[src/rtl/forward_unit_pkg.sv]
// Shared types for the EX-stage forwarding unit: producer slot record and helpers.
// SLOT_DW/SLOT_RW are the stored slot widths and must be >= the DW/RW used by forward_unit.
package forward_unit_pkg;

   localparam int SLOT_DW = 32;
   localparam int SLOT_RW = 5;

   localparam logic [SLOT_RW-1:0] REG_ZERO = '0;

   typedef struct packed {
      logic               valid;
      logic [SLOT_RW-1:0] dst;
      logic [SLOT_DW-1:0] data;
      logic               load;
   } slot_t;

   // Register 0 is hard-wired, so it never matches a producer.
   function automatic logic slot_hit(input slot_t s, input logic [SLOT_RW-1:0] idx);
      return s.valid && (s.dst == idx) && (s.dst != REG_ZERO);
   endfunction

endpackage

[src/rtl/forward_unit_fwd_match.sv]
// Per-operand forwarding decision: MEM beats WB; a MEM load match stalls instead of forwarding.
module fwd_match
   import forward_unit_pkg::*;
#(
   parameter int DW = SLOT_DW,
   parameter int RW = SLOT_RW
) (
   input  logic [RW-1:0] idx,
   input  slot_t         mem_slot,
   input  slot_t         wb_slot,
   output logic          fwd,
   output logic [DW-1:0] fwd_data,
   output logic          stall
);

   logic mem_hit;
   logic wb_hit;

   assign mem_hit = slot_hit(mem_slot, SLOT_RW'(idx));
   assign wb_hit  = slot_hit(wb_slot, SLOT_RW'(idx));

   always_comb begin
      // NOTE: every output gets a default first so no latch is inferred.
      fwd      = 1'b0;
      fwd_data = '0;
      stall    = 1'b0;
      if (mem_hit) begin
         if (mem_slot.load) begin
            stall = 1'b1;
         end else begin
            fwd      = 1'b1;
            fwd_data = DW'(mem_slot.data);
         end
      end else if (wb_hit) begin
         fwd      = 1'b1;
         fwd_data = DW'(wb_slot.data);
      end
   end

endmodule

[src/rtl/forward_unit.sv]
// EX-stage forwarding unit with MEM/WB producer slots and load-use stall detection.
// Optional stall-cycle counter enabled by defining FWD_STALL_CNT_EN.
module forward_unit
   import forward_unit_pkg::*;
#(
   parameter int DW = SLOT_DW,
   parameter int RW = SLOT_RW
) (
   input  logic          clk,
   input  logic          rst,
   input  logic          freeze,
   input  logic [RW-1:0] ex_rs,
   input  logic [RW-1:0] ex_rt,
   input  logic          ex_wreg,
   input  logic [RW-1:0] ex_wdst,
   input  logic [DW-1:0] ex_wdata,
   input  logic          ex_load,
   input  logic [DW-1:0] mem_rdata,
   output logic          forward_rs,
   output logic [DW-1:0] forward_rs_data,
   output logic          forward_rt,
   output logic [DW-1:0] forward_rt_data,
   output logic          stall,
   output logic [31:0]   stall_cnt
);

   slot_t mem_q, wb_q;
   slot_t mem_d, wb_d;
   logic  stall_rs, stall_rt;

   fwd_match #(.DW(DW), .RW(RW)) u_match_rs (
      .idx      (ex_rs),
      .mem_slot (mem_q),
      .wb_slot  (wb_q),
      .fwd      (forward_rs),
      .fwd_data (forward_rs_data),
      .stall    (stall_rs)
   );

   fwd_match #(.DW(DW), .RW(RW)) u_match_rt (
      .idx      (ex_rt),
      .mem_slot (mem_q),
      .wb_slot  (wb_q),
      .fwd      (forward_rt),
      .fwd_data (forward_rt_data),
      .stall    (stall_rt)
   );

   assign stall = stall_rs | stall_rt;

   // A load's result only exists once it reaches MEM, so WB captures mem_rdata for it.
   always_comb begin
      wb_d = mem_q;
      if (mem_q.load) begin
         wb_d.data = SLOT_DW'(mem_rdata);
      end
      mem_d = '0;
      if (!stall) begin
         mem_d.valid = ex_wreg;
         mem_d.dst   = SLOT_RW'(ex_wdst);
         mem_d.data  = SLOT_DW'(ex_wdata);
         mem_d.load  = ex_load;
      end
   end

   always_ff @(posedge clk or posedge rst) begin
      if (rst) begin
         // NOTE: state registers use non-blocking assignments so all slots update together.
         mem_q <= '0;
         wb_q  <= '0;
      end else if (!freeze) begin
         mem_q <= mem_d;
         wb_q  <= wb_d;
      end
   end

`ifdef FWD_STALL_CNT_EN
   logic [31:0] cnt_q;

   always_ff @(posedge clk or posedge rst) begin
      if (rst) begin
         cnt_q <= '0;
      end else if (stall && !freeze && (cnt_q != 32'hFFFF_FFFF)) begin
         cnt_q <= cnt_q + 32'd1;
      end
   end

   assign stall_cnt = cnt_q;
`else
   assign stall_cnt = '0;
`endif

endmodule

[config.mk]
export PLATFORM = sky130hd
export DESIGN_NAME = forward_unit
export DESIGN_NICKNAME = d
export VERILOG_FILES = /design/src/rtl/forward_unit_pkg.sv /design/src/rtl/forward_unit_fwd_match.sv /design/src/rtl/forward_unit.sv
export SDC_FILE = /design/constraint.sdc
export NUM_CORES = 1
export LEC_CHECK = 0
export ABC_AREA = 1
export CORE_ASPECT_RATIO = 1.25
export CORE_MARGIN = 2
export CORE_UTILIZATION = 40
export DETAILED_ROUTE_END_ITERATION = 12
export PLACE_DENSITY = 0.74
export REMOVE_ABC_BUFFERS = 1
export SLEW_MARGIN = 20
export SYNTH_ARGS = -nofsm -noshare
export SYNTH_HDL_FRONTEND = slang
export SYNTH_SLANG_ARGS = --single-unit
export TNS_END_PERCENT = 10
[constraint.sdc]
create_clock -name clk -period 3.3 [get_ports clk]
set_clock_uncertainty 0.1 [all_clocks]
set_input_delay 0.495 -clock clk [delete_from_list [all_inputs] [get_ports clk]]
set_output_delay 0.495 -clock clk [all_outputs]
set_load 0.05 [all_outputs]
==> results of run 1 <==
[final cells by class]
type / instances / area share
Sequential cell: 77 / 0.248
Clock buffer: 12 / 0.0330
Tap cell: 171 / 0.0275
Inverter: 97 / 0.0473
Timing Repair Buffer: 166 / 0.298
Clock inverter: 4 / 0.00290
Multi-Input combinational cell: 592 / 0.343
[routing by layer]
| layer | share of wire | vias up | wire length [um] | global-route usage |
|---|---|---|---|---|
| met2 | 0.53 | 186 | 8640 | 0.414 |
| met3 | 0.050 | 33 | 826 | 0.0258 |
| li1 | - | 2711 | - | - |
| met5 | 0 | - | 0 | 0 |
| met1 | 0.39 | 2524 | 6400 | 0.266 |
| met4 | 0.032 | 0 | 517 | 0.0933 |
[report_power, final]
part | total [mW] | internal (mW) | switching, mW | leakage [nW]
clock | 0.934 | 0.547 | 0.387 | 0.138
sequential | 1.13 | 1.05 | 0.0818 | 0.923
combinational | 0.699 | 0.269 | 0.430 | 3.04
total | 2.77 | 1.87 | 0.899 | 4.10
[metrics by stage]
stage / instances / total power [mW]
final: 1119 / 2.77
after global routing: 1119 / 2.89
after CTS: 1119 / 2.78
after detailed placement: 1103 / 1.85
after global placement: 1103 / 1.83
after floorplan: 766 / 1.54
[worst max-delay path, cell delays in order]
cell	delay (ns)
sky130_fd_sc_hd__clkdlybuf4s50_1	0.53
sky130_fd_sc_hd__inv_1	0.05
sky130_fd_sc_hd__nand2_1	0.05
sky130_fd_sc_hd__nand3_1	0.13
sky130_fd_sc_hd__nor2_4	0.17
sky130_fd_sc_hd__nand2_4	0.19
sky130_fd_sc_hd__inv_4	0.36
sky130_fd_sc_hd__nand2_1	0.12
sky130_fd_sc_hd__nand2_1	0.14
sky130_fd_sc_hd__buf_12	0.14
[state kept, by name, indices dropped and copies added (netlist names)]
name / flops
mem_q: 39
wb_q: 38
[layout by cell type, fill, tap and decap left out]
| master | Yosys | layout |
|---|---|---|
| sky130_fd_sc_hd__dfrtp_1 | 77 | 76 |
| sky130_fd_sc_hd__o21ai_1 | 2 | 2 |
| sky130_fd_sc_hd__o21ai_0 | 16 | 16 |
| sky130_fd_sc_hd__nor2_1 | 70 | 70 |
| sky130_fd_sc_hd__clkdlybuf4s50_1 | 0 | 82 |
| sky130_fd_sc_hd__clkbuf_16 | 0 | 9 |
| sky130_fd_sc_hd__nand3_2 | 21 | 21 |
| sky130_fd_sc_hd__nand3b_1 | 1 | 1 |
| sky130_fd_sc_hd__nor2_2 | 2 | 1 |
| sky130_fd_sc_hd__clkinv_1 | 2 | 2 |
| sky130_fd_sc_hd__nand2_4 | 2 | 2 |
| sky130_fd_sc_hd__nand3_1 | 89 | 89 |
| sky130_fd_sc_hd__nand2_1 | 284 | 284 |
| sky130_fd_sc_hd__inv_4 | 1 | 1 |
| sky130_fd_sc_hd__clkbuf_1 | 15 | 1 |
| sky130_fd_sc_hd__conb_1 | 1 | 32 |
| sky130_fd_sc_hd__inv_1 | 87 | 86 |
| sky130_fd_sc_hd__clkinvlp_4 | 0 | 1 |
| sky130_fd_sc_hd__buf_12 | 0 | 69 |
| sky130_fd_sc_hd__nand4_1 | 1 | 1 |
| sky130_fd_sc_hd__nor2_4 | 5 | 6 |
| sky130_fd_sc_hd__a21oi_2 | 1 | 1 |
| sky130_fd_sc_hd__clkbuf_8 | 0 | 2 |
| sky130_fd_sc_hd__buf_4 | 40 | 15 |
| sky130_fd_sc_hd__xnor2_1 | 4 | 4 |
| sky130_fd_sc_hd__clkinv_2 | 0 | 4 |
| sky130_fd_sc_hd__a21oi_1 | 60 | 60 |
| sky130_fd_sc_hd__dfrtp_2 | 0 | 1 |
| sky130_fd_sc_hd__xor2_1 | 2 | 2 |
| sky130_fd_sc_hd__inv_2 | 7 | 7 |
[cells by family after synthesis]
group | count (synthesis) | share of synthesized area
AO/OA/AOI/OAI | 79 | 0.0739
other | 1 | 0.000695
XOR/XNOR | 6 | 0.00973
buffers and inverters | 178 | 0.172
AND/OR/NAND/NOR | 475 | 0.387
flip-flops | 77 | 0.357
[how the worst max path moves through the flow]
stage,from,to,slack [ns],depth (start not counted)
2_1_floorplan,mem_q[0]$_DFFE_PP0N_,stall,0.39,2
3_3_place_gp,ex_rt[0],forward_rt_data[12],0.33,10
3_5_place_dp,ex_rt[1],forward_rt_data[17],0.30,10
4_1_cts,ex_rt[1],forward_rt_data[17],0.29,10
5_1_grt,ex_rt[0],forward_rt_data[17],0.12,10
6_report,ex_rt[0],forward_rt_data[17],0.31,10
[synth_stat cells]
master,n
sky130_fd_sc_hd__nand2_1,284
sky130_fd_sc_hd__nand3_1,89
sky130_fd_sc_hd__inv_1,87
sky130_fd_sc_hd__dfrtp_1,77
sky130_fd_sc_hd__nor2_1,70
sky130_fd_sc_hd__a21oi_1,60
sky130_fd_sc_hd__buf_4,40
sky130_fd_sc_hd__nand3_2,21
sky130_fd_sc_hd__o21ai_0,16
sky130_fd_sc_hd__clkbuf_1,15
sky130_fd_sc_hd__buf_6,12
sky130_fd_sc_hd__buf_2,7
sky130_fd_sc_hd__inv_2,7
sky130_fd_sc_hd__buf_1,5
sky130_fd_sc_hd__nor2_4,5
sky130_fd_sc_hd__xnor2_1,4
sky130_fd_sc_hd__clkbuf_4,2
sky130_fd_sc_hd__clkinv_1,2
sky130_fd_sc_hd__nand2_4,2
sky130_fd_sc_hd__nor2_2,2
sky130_fd_sc_hd__o21ai_1,2
sky130_fd_sc_hd__xor2_1,2
sky130_fd_sc_hd__a21oi_2,1
sky130_fd_sc_hd__conb_1,1
sky130_fd_sc_hd__inv_4,1
sky130_fd_sc_hd__nand3b_1,1
sky130_fd_sc_hd__nand4_1,1
==> results_dict.tcl, run 1 <==
set metrics [dict create \
    outcome "complete, no violations" \
    stdcell_area_mm2 0.00777 \
    crit_arrival_ns 2.39 \
    final_layout_fill_cell_count 1246 \
    final.hold.worst_slack_ns 0.379 \
    setup.worst_path.end_class "primary output" \
    detailedPlacementHpwl_mm 11.5 \
    unique_cell_type_count_in_the_yosys_netlist 27 \
    cts-root-to-sink-buffers 2 \
    cts.sinks 77 \
    final_net_count 1027 \
    die_x_um 108 \
    via_count 5454 \
    holdBufCountCts 0 \
    period_minus_slack_ns 2.99 \
    antenna_cells 0 \
    drt.antenna.violating_nets 0 \
    timing.hold.worst_endpoint "mem_q[10]$_DFFE_PP0N_" \
    worstSetupPathType "primary input to primary output" \
    firstDrtPassIters 4 \
    setup_slack_ns 0.311 \
    report.final.slew_viol_count 0 \
    ys_warn_count 0 \
    vias_per_cell 4.87 \
    htree_levels 3 \
    timing.final.hold_violations 0 \
    cp.required_ns 2.70 \
    gp_congestion 0.884 \
    finalSetupViolCount 0 \
    power-per-cell-area_mw_per_mm2 356 \
    hold_path_depth 2 \
    die_area_mm2 0.0144 \
    place_worst_setup_slack_ns 0.296 \
    clkLatencyLatePin_ns 0.33 \
    area.growth.synth_to_final_pct 43.9 \
    synth.largest_area_cell "sky130_fd_sc_hd__dfrtp_1" \
    total_leakage_power_nw 4.10 \
    r2r-start "mem_q[37]$_DFFE_PP0N_" \
    min_from "mem_q[10]$_DFFE_PP0N_" \
    worst-r2r-setup-slack_ns 1.36 \
    cap_viol_max_count 0 \
    maximum_number_of_pins_on_one_net_before_global_route_repair 58 \
    grt_remaining_overflow 0 \
    drive_gt1_frac 0.148 \
    peak_supply_drop_mv 0.288 \
    worst-slew-pin-transition_ns 0.757 \
    reg2reg_capture_point "mem_q[37]$_DFFE_PP0N_" \
    maxSlewHeadroom 0.495 \
    ys_top_cells_by_area "sky130_fd_sc_hd__dfrtp_1 (36%), sky130_fd_sc_hd__nand2_1 (20%), sky130_fd_sc_hd__nand3_1 (8.3%), sky130_fd_sc_hd__inv_1 (6.0%), sky130_fd_sc_hd__a21oi_1 (5.6%)" \
    grt_pass1_vias 5271 \
    cts.repair.resized 0 \
    number_of_flip_flops_and_latches_in_the_synthesized_netlist 77 \
    place_area_mm2 0.00749 \
    post-cts-setup-buffers 0 \
    rsz0062_at_grt "no" \
    final.setup.tns_ns 0 \
    final_core_util 0.587 \
    critical_path_peak_fanout 32 \
    dr_iter_0_viols 287 \
    timing.final.crit_share 0.906 \
    cts.clk_slew.worst_paths_ns 0.06 \
    synth_top_cell_area_share 0.357 \
    multi_input_comb_area_mm2 0.00267 \
    io-pin-count 183 \
    grt_first_pass_wirelength_mm 26.1 \
    initial_utilization 0.408 \
    seq_area_frac_synth 0.357 \
    antenna_found_initial 0 \
    worst_setup_path_start_kind "primary input" \
    r2r.worst_path.cells 8 \
    avgSynthCellArea_um2 6.62 \
    core_area_mm2 0.0132 \
    drt-total-wl_mm 16.4 \
    holdCritPathClass "flop to flop" \
    die_height_um 134 \
    post_synthesis_instance_area_mm2 0.00540 \
    cts_made_buffers 9 \
    syn_inst 816 \
    grt_util_all_layers 0.227 \
    sequential_cell_area_mm2 0.00193 \
    row_count 47 \
    max_freq_mhz 335 \
    avgRoutedWirePerCell_um 14.6 \
    drc_errors 0 \
    cts_tree "done" \
    cts_root_buffer "sky130_fd_sc_hd__clkbuf_16" \
    number_of_port_buffers 150 \
]
No activity file was read; power rests on OpenSTA's default activity.
==> inputs of run 2 (changes only) <==
- CTS_BUF_LIST: not set -> sky130_fd_sc_hd__clkbuf_8
==> results_dict.tcl, run 2 (same netlist as run 1, synthesis figures left out) <==
set metrics [dict create \
    grt_util_all_layers 0.225 \
    timing.final.crit_share 0.906 \
    antenna_found_initial 0 \
    avgRoutedWirePerCell_um 14.5 \
    antenna_cells 0 \
    r2r.worst_path.cells 8 \
    largest_register "mem_q" \
    die_x_um 108 \
    via_count 5470 \
    clkLatencyLatePin_ns 0.35 \
    timing.hold.worst_endpoint "mem_q[19]$_DFFE_PP0N_" \
    worst_path_largest_cell_delay_ns 0.53 \
    dr_iter_0_viols 310 \
    critPathLaunch "ex_rt[0]" \
    worst-slew-pin-transition_ns 0.743 \
    timing.final.hold_violations 0 \
    crit_arrival_ns 2.40 \
    gp_congestion 0.884 \
    drc_errors 0 \
    detailedPlacementHpwl_mm 11.5 \
    critical_path_peak_fanout 32 \
    finalSetupViolCount 0 \
    commonest_non_fill_non_tap_cells_in_the_layout "sky130_fd_sc_hd__nand2_1 (284), sky130_fd_sc_hd__nand3_1 (89), sky130_fd_sc_hd__inv_1 (87), sky130_fd_sc_hd__clkdlybuf4s50_1 (82), sky130_fd_sc_hd__dfrtp_1 (76)" \
    cts_tree "done" \
    rsz0062_at_grt "no" \
    biggestRegsByFlops "mem_q (39), wb_q (38)" \
    crit_slowest_cell "sky130_fd_sc_hd__clkdlybuf4s50_1" \
    die_area_mm2 0.0144 \
    critical_path.top_delay_family "buffers and inverters" \
    area.growth.synth_to_final_pct 42.0 \
    final.hold.worst_slack_ns 0.383 \
    drt-total-wl_mm 16.2 \
    placedCellCount 1103 \
    post-cts-setup-buffers 0 \
    grt_first_pass_wirelength_mm 25.9 \
    worst-r2r-setup-slack_ns 1.36 \
    maxSlewHeadroom 0.505 \
    maximum_number_of_pins_on_one_net_before_global_route_repair 58 \
    reg2reg_capture_point "mem_q[37]$_DFFE_PP0N_" \
    report.final.slew_viol_count 0 \
    cap_viol_max_count 0 \
    peak_supply_drop_mv 0.212 \
    max_freq_mhz 334 \
    place_worst_setup_slack_ns 0.296 \
    cp.required_ns 2.70 \
    period_minus_slack_ns 2.99 \
    setup.worst_path.end_class "primary output" \
    finalNonFillerCells 1119 \
    cp_bufs_invs 4 \
    htree_levels 3 \
    largest_register_ffs 39 \
    die_height_um 134 \
    cts.sinks 77 \
    cts.clk_slew.worst_paths_ns 0.07 \
    grt_remaining_overflow 0 \
    final_common_cell "sky130_fd_sc_hd__nand2_1" \
    firstDrtPassIters 5 \
    holdCritPathClass "flop to flop" \
    cts.repair.resized 0 \
    power-per-cell-area_mw_per_mm2 324 \
    hold_path_depth 2 \
    outcome "complete, no violations" \
    worst_setup_path_start_kind "primary input" \
    holdBufCountCts 0 \
    final_net_count 1027 \
    grt_pass1_vias 5204 \
    cts_made_buffers 9 \
    min_from "mem_q[19]$_DFFE_PP0N_" \
    drive_gt1_frac 0.148 \
    vias_per_cell 4.89 \
    core_area_mm2 0.0132 \
    path_cells "clkdlybuf4s50_1 -> inv_1 -> nand2_1 -> nand3_1 -> nor2_4 -> nand2_4 -> inv_4 -> nand2_1 -> nand2_1 -> buf_12" \
    setup_slack_ns 0.309 \
    total_leakage_power_nw 4.05 \
    final.setup.tns_ns 0 \
    r2r-start "mem_q[37]$_DFFE_PP0N_" \
    drt.antenna.violating_nets 0 \
    initial_utilization 0.408 \
    cts-root-to-sink-buffers 2 \
    row_count 47 \
    io-pin-count 183 \
    cts_root_buffer "sky130_fd_sc_hd__clkbuf_8" \
    worstSetupPathType "primary input to primary output" \
    number_of_port_buffers 150 \
    critical_path.most_common_cell "sky130_fd_sc_hd__nand2_1" \
]
run 2: stage by stage:
step	total power, mW	util	instance area (um^2)
after detailed placement	1.85	0.566	7490
after global placement	1.83	0.566	7490
final	2.49	0.580	7670
after floorplan	1.54	-	4950
after global routing	2.62	0.580	7670
after CTS	2.51	0.580	7670
run 2: final cells by class:
class / instances / area, um^2
Inverter: 97 / 368
Timing Repair Buffer: 166 / 2310
Clock buffer: 11 / 151
Tap cell: 171 / 214
Clock inverter: 5 / 26.3
Multi-Input combinational cell: 592 / 2670
Sequential cell: 77 / 1930
Fill cell: 1258 / 5560
run 2: report_power, final:
group	switching (mW)	leakage [nW]	internal, mW
Clock	0.352	0.0963	0.308
Sequential	0.0808	0.923	1.05
Combinational	0.429	3.04	0.269
run 2: worst max path at each step:
stage / end / slack (ns) / depth (start not counted)
6_report: forward_rt_data[17] / 0.31 / 10
5_1_grt: forward_rt_data[17] / 0.12 / 10
4_1_cts: forward_rt_data[17] / 0.29 / 10
3_5_place_dp: forward_rt_data[17] / 0.30 / 10
3_3_place_gp: forward_rt_data[12] / 0.33 / 10
2_1_floorplan: stall / 0.39 / 2
run 2: worst register-to-register path, delay by kind of cell, from the launching register on:
kind                   cells  cell delay (ns)
buffers and inverters      2             0.60
AND/OR/NAND/NOR            6             0.76
flip-flops                 1             0.42
run 2: per-layer routing:
| layer | track usage | routed length [um] | vias to the layer above |
|---|---|---|---|
| li1 | - | - | 2702 |
| met1 | 0.265 | 6420 | 2567 |
| met2 | 0.414 | 8620 | 179 |
| met3 | 0.0355 | 792 | 22 |
| met4 | 0.0698 | 370 | 0 |
| met5 | 0 | 0 | - |
==> inputs of run 3 (changes only) <==
- clock period: 3.3 -> 2.9 ns (I/O delays scaled with it)
==> results_dict.tcl, run 3 (same netlist as run 1, synthesis figures left out) <==
set metrics [dict create \
    number_of_port_buffers 150 \
    largest_register_ffs 39 \
    holdCritPathClass "primary input to asynchronous set/reset pin" \
    rsz0062_at_grt "no" \
    worst-slew-pin-transition_ns 0.581 \
    area.growth.synth_to_final_pct 43.9 \
    critPathLaunch "ex_rs[3]" \
    timing.final.crit_share 0.955 \
    worstSetupPathType "primary input to primary output" \
    multi_input_comb_area_mm2 0.00267 \
    report.final.slew_viol_count 0 \
    vias_per_cell 4.89 \
    cts.sinks 77 \
    firstDrtPassIters 4 \
    setup.worst_path.end_class "primary output" \
    place_worst_setup_slack_ns 0.108 \
    grt_first_pass_wirelength_mm 26.6 \
    final_layout_fill_cell_count 1260 \
    htree_levels 3 \
    die_x_um 108 \
    drc_errors 0 \
    dr_iter_0_viols 363 \
    grt_remaining_overflow 0 \
    initial_utilization 0.408 \
    stdcell_area_mm2 0.00777 \
    sequential_cell_area_mm2 0.00193 \
    placedCellCount 1108 \
    power-per-cell-area_mw_per_mm2 390 \
    io-pin-count 183 \
    maxSlewHeadroom 0.613 \
    grt_util_all_layers 0.232 \
    setup_slack_ns 0.132 \
    biggestRegsByFlops "mem_q (39), wb_q (38)" \
    row_count 47 \
    totalPowerFinal_mw 3.03 \
    peak_supply_drop_mv 0.243 \
    final_common_cell "sky130_fd_sc_hd__nand2_1" \
    clkLatencyLatePin_ns 0.36 \
    critical_path_peak_fanout 28 \
    period_minus_slack_ns 2.77 \
    outcome "complete, no violations" \
    maximum_number_of_pins_on_one_net_before_global_route_repair 60 \
    cts.clk_slew.worst_paths_ns 0.08 \
    cts_made_buffers 9 \
    timing.final.hold_violations 0 \
    drive_gt1_frac 0.152 \
    grt_pass1_vias 5438 \
    gp_congestion 0.876 \
    cp.required_ns 2.37 \
    final_core_util 0.587 \
    commonest_non_fill_non_tap_cells_in_the_layout "sky130_fd_sc_hd__nand2_1 (284), sky130_fd_sc_hd__nand3_1 (89), sky130_fd_sc_hd__inv_1 (87), sky130_fd_sc_hd__clkdlybuf4s50_1 (82), sky130_fd_sc_hd__dfrtp_1 (76)" \
    cap_viol_max_count 0 \
    die_area_mm2 0.0144 \
    holdBufCountCts 0 \
    total_leakage_power_nw 4.10 \
    max_freq_mhz 361 \
    antenna_found_initial 0 \
    cts_root_buffer "sky130_fd_sc_hd__clkbuf_8" \
    r2r-start "mem_q[33]$_DFFE_PP0N_" \
    finalNonFillerCells 1124 \
    detailedPlacementHpwl_mm 11.6 \
    largest_register "mem_q" \
    place_area_mm2 0.00754 \
    die_height_um 134 \
    drt.antenna.violating_nets 0 \
    via_count 5497 \
    avgRoutedWirePerCell_um 14.5 \
    cts_tree "done" \
    cts-root-to-sink-buffers 2 \
    finalSetupViolCount 0 \
    final.setup.tns_ns 0 \
    antenna_cells 0 \
    final.hold.worst_slack_ns 0.336 \
    final_net_count 1032 \
    worst_setup_path_start_kind "primary input" \
    drt-total-wl_mm 16.3 \
    core_area_mm2 0.0132 \
    crit_arrival_ns 2.23 \
]
run 3: changes by cell type in the layout (fill, tap and decap cells not counted), sizes merged:
cell / previous run / this run
buf: 84 / 89
clkinv: 6 / 5
bufinv: 0 / 2
clkinvlp: 1 / 0
run 3: area by class of cell:
cell class,instances,area share
clock inverter,5,0.00950
sequential,77,0.248
multi-input combinational,592,0.343
timing repair buffer,171,0.304
clock buffer,11,0.0195
tap,171,0.0275
inverter,97,0.0477
run 3: per-layer routing:
metal / wire length (um) / vias up / global-route usage
li1: - / 2714 / -
met1: 6380 / 2575 / 0.278
met2: 8750 / 184 / 0.426
met3: 819 / 24 / 0.0253
met4: 370 / 0 / 0.0833
met5: 0 / - / 0
run 3: power by group:
group / internal (mW) / switching [mW]
sequential: 1.19 / 0.0920
combinational: 0.311 / 0.493
clock: 0.526 / 0.414
total: 2.03 / 0.999
run 3: timing repair:
action | CTS | global route
hold endpoints to repair | 0 | 0
setup endpoints to repair | 0 | 21
setup buffers | 0 | 0
gates resized for setup | 0 | 1
run 3: worst paths after layout:
kind / end / depth (start not counted) / slack (ns)
max: forward_rs_data[31] / 13 / 0.13
min: wb_q[10]$_DFFE_PP0N_ / 2 / 0.34
max reg2reg: mem_q[19]$_DFFE_PP0N_ / 8 / 0.94
min reg2reg: mem_q[10]$_DFFE_PP0N_ / 2 / 0.38
max in group asynchronous: mem_q[0]$_DFFE_PP0N_ / 3 / 1.67
min in group clk: mem_q[10]$_DFFE_PP0N_ / 2 / 0.38
run 3: worst max-delay path: stages:
cell,delay [ns]
sky130_fd_sc_hd__clkdlybuf4s50_1,0.53
sky130_fd_sc_hd__inv_1,0.07
sky130_fd_sc_hd__nand2_1,0.06
sky130_fd_sc_hd__nand2_1,0.05
sky130_fd_sc_hd__clkinv_1,0.04
sky130_fd_sc_hd__nand2_1,0.07
sky130_fd_sc_hd__nor2_4,0.12
sky130_fd_sc_hd__nand2_4,0.14
sky130_fd_sc_hd__inv_2,0.15
sky130_fd_sc_hd__buf_12,0.19
sky130_fd_sc_hd__nand2_1,0.08
sky130_fd_sc_hd__nand2_1,0.12
sky130_fd_sc_hd__buf_12,0.15
==> edit, RTL diff (settings of run 3) <==
Change the package constant `REG_ZERO` from '0 to 1.
--- a/src/rtl/forward_unit_pkg.sv
+++ b/src/rtl/forward_unit_pkg.sv
@@ -7,3 +7,3 @@
 
-   localparam logic [SLOT_RW-1:0] REG_ZERO = '0;
+   localparam logic [SLOT_RW-1:0] REG_ZERO = 1;
 
Check against the original RTL: not equivalent (Yosys sat finds a counterexample within 4 cycles, from zero or initial values and one cycle with rst high).
==> edit against run 3 <==
  * Wire length barely moved
  * First-iteration DRC count fell by 18%
  * Clock power fell by 25%
  * Setup slack improved by 0.036 ns
  * Cell area fell by 0.68%
  * Sequential share of layout area rose by 0.17 points
  * Power fell by 7.8%
  * Critical path type unchanged
  * Register-to-register slack improved by 0.03 ns
  * Area after synthesis fell by 1.2%
  * Critical path depth fell by 1
  * Non-clock buffer count fell by 2
  * Combinational power fell by 0.7%
  * Sequential cell count did not move
==> edit: results (changes against run 3) <==
- Status: finished, final reports clean (unchanged)
- Crit Path Max Fanout: 16 (was 28)
- Arrival time worst endpoint: 2.20 ns (was 2.23 ns)
- # resized after CTS: 0 (unchanged)
- DP Area: 0.007552 mm2 (was 0.007541 mm2)
- LEAKAGE: 4.067 nW (was 4.102 nW)
- Layout fillers: 1,257 (was 1,260)
- HP Class: input pin to async pin (unchanged)
- DRT Pass-1 Iters: 5 (was 4)
- WL final: 16,330 um (about the same)
- Least-Margin Pin Slew: 0.5932 ns (was 0.5805 ns)
- Final #Nets: 1,032 (unchanged)
- GPL Wtd Cong: 0.9028 (was 0.8763)
- DP HPWL: 11,350 um (was 11,640 um)
- Top cells by area, synth: dfrtp_1, nand2_1, nand3_1 (unchanged)
- Async set-reset flop share out of synthesis: 100.0% (unchanged)
- CTS Buf Count: 9 (unchanged)
- CTS clk-pin slew, worst paths: 0.08 ns (about the same)
- Max-slew violations: 0 (unchanged)
- Ant diodes: 0 (unchanged)
- Iteration-0 DRC Markers: 299 (was 363)
- Register area share after synthesis: 36.12% (was 35.69%)
- Post-CTS Setup Inserts: 0 (unchanged)
- Yosys warnings: 0 (unchanged)
- Clock root buffer: clkbuf_8 (unchanged)
- Port Buf Inserts: 150 (unchanged)
- Via count: 5,478 (was 5,497)
- Maximum VDD drop: 0.2139 mV (was 0.2426 mV)
- Gr usage total: 23.73% (was 23.23%)
- Skew-Pair Late Insertion Delay: 0.35 ns
- Htree depth: 3 (unchanged)
- Synth unique cells: 25 (was 27)
- Most frequent cells after synthesis: nand2_1, inv_1, nand3_1 (was nand2_1, nand3_1, inv_1)
- First-pass GRT wire length: 26,840 um (was 26,590 um)
- Vias in the first global route: 5,397 (was 5,438)
- Biggest regs: mem_q: 39 flops, wb_q: 38 flops (unchanged)
- Initial antenna violation count: 0 (unchanged)
- Largest net degree at the start of global routing: 68 (was 60)
- Bufs on Longest Clock Path: 2 (unchanged)
- Layout cells sized above 1: 14.29% (was 15.22%)
==> edit: cell count changes after synthesis, moves of 3 or more <==
cell	change
xnor2_1	-3
nand2_1	+3
buf_6	-5
nor2_4	-3
nor2_2	+3
buf_2	+7
inv_2	-3
==> edit: logic make-up (layout without fill, tap and decap cells) <==
group                     count (synthesis)  in the layout  share of synthesized area (%)
AOI/OAI and AO/OA                        80             80                          7.553
xor gates and xnor gates                  5              5                         0.8210
buffers and inverters                   177            280                          16.63
DFF                                      77             77                          36.12
other                                     1             32                        0.07031
and+or+nand+nor                         478            478                          38.80
==> edit: layout make-up <==
type / instances / area (um2) / share of cell area, %
inverters: 96 / 369.1 / 4.784
repair buffers: 169 / 2400 / 31.10
well taps: 171 / 214.0 / 2.773
clock buffers: 10 / 137.6 / 1.784
flip-flops and latches: 77 / 1928 / 24.99
clock inverters: 5 / 21.27 / 0.2757
multi-input cells: 595 / 2646 / 34.30
==> edit: where the power goes <==
part	leakage, nW	internal [W]	switching (W)
registers	0.923	0.00119	0.0000954
logic	3.05	0.000312	0.000486
clock network	0.0957	0.000318	0.000389
==> edit: worst paths after layout <==
path                            startpoint                   to  slack [ns]  cells after the start
worst max-delay path              ex_rt[3]  forward_rt_data[20]        0.17                     12
worst min-delay path                   rst             mem_q[2]        0.22                      2
worst max register to register   mem_q[36]            mem_q[23]        0.97                      8
worst min register to register   mem_q[21]            mem_q[21]        0.38                      2
max in group asynchronous              rst             mem_q[0]        1.87                      3
min in group clk                    freeze            mem_q[25]        0.32                      3
==> edit: per-stage QoR <==
| step | std cells | utilization, % | total power [W] | setup WS, ns |
|---|---|---|---|---|
| floorplan | 768 | - | 0.001746 | 0.04826 |
| global placement | 1108 | 57.59 | 0.002088 | 0.05533 |
| detailed placement | 1108 | 57.59 | 0.002106 | 0.02906 |
| CTS | 1123 | 58.80 | 0.002812 | 0.03054 |
| global route | 1123 | 58.84 | 0.002951 | 0.01408 |
| finish | 1123 | 58.84 | 0.002793 | 0.1678 |
==> edit: layer usage <==
layer	part of all wire [%]	wire [um]	global-route usage, %	up-vias
met4	2.5	407	9.307	0
met5	0	0	0	-
met1	41	6648	30.12	2521
met2	51	8310	40.93	210
li1	-	-	-	2719
met3	5.9	959	2.789	28
==> edit: critical path, cell delays in order <==
cell,delay (ns)
clkdlybuf4s50_1,0.51
inv_1,0.05
nand2_1,0.05
nand2_1,0.05
inv_1,0.04
nand2_1,0.05
nor2_2,0.17
nand2_2,0.21
buf_4,0.26
nand3_1,0.10
nand2_1,0.10
buf_12,0.17
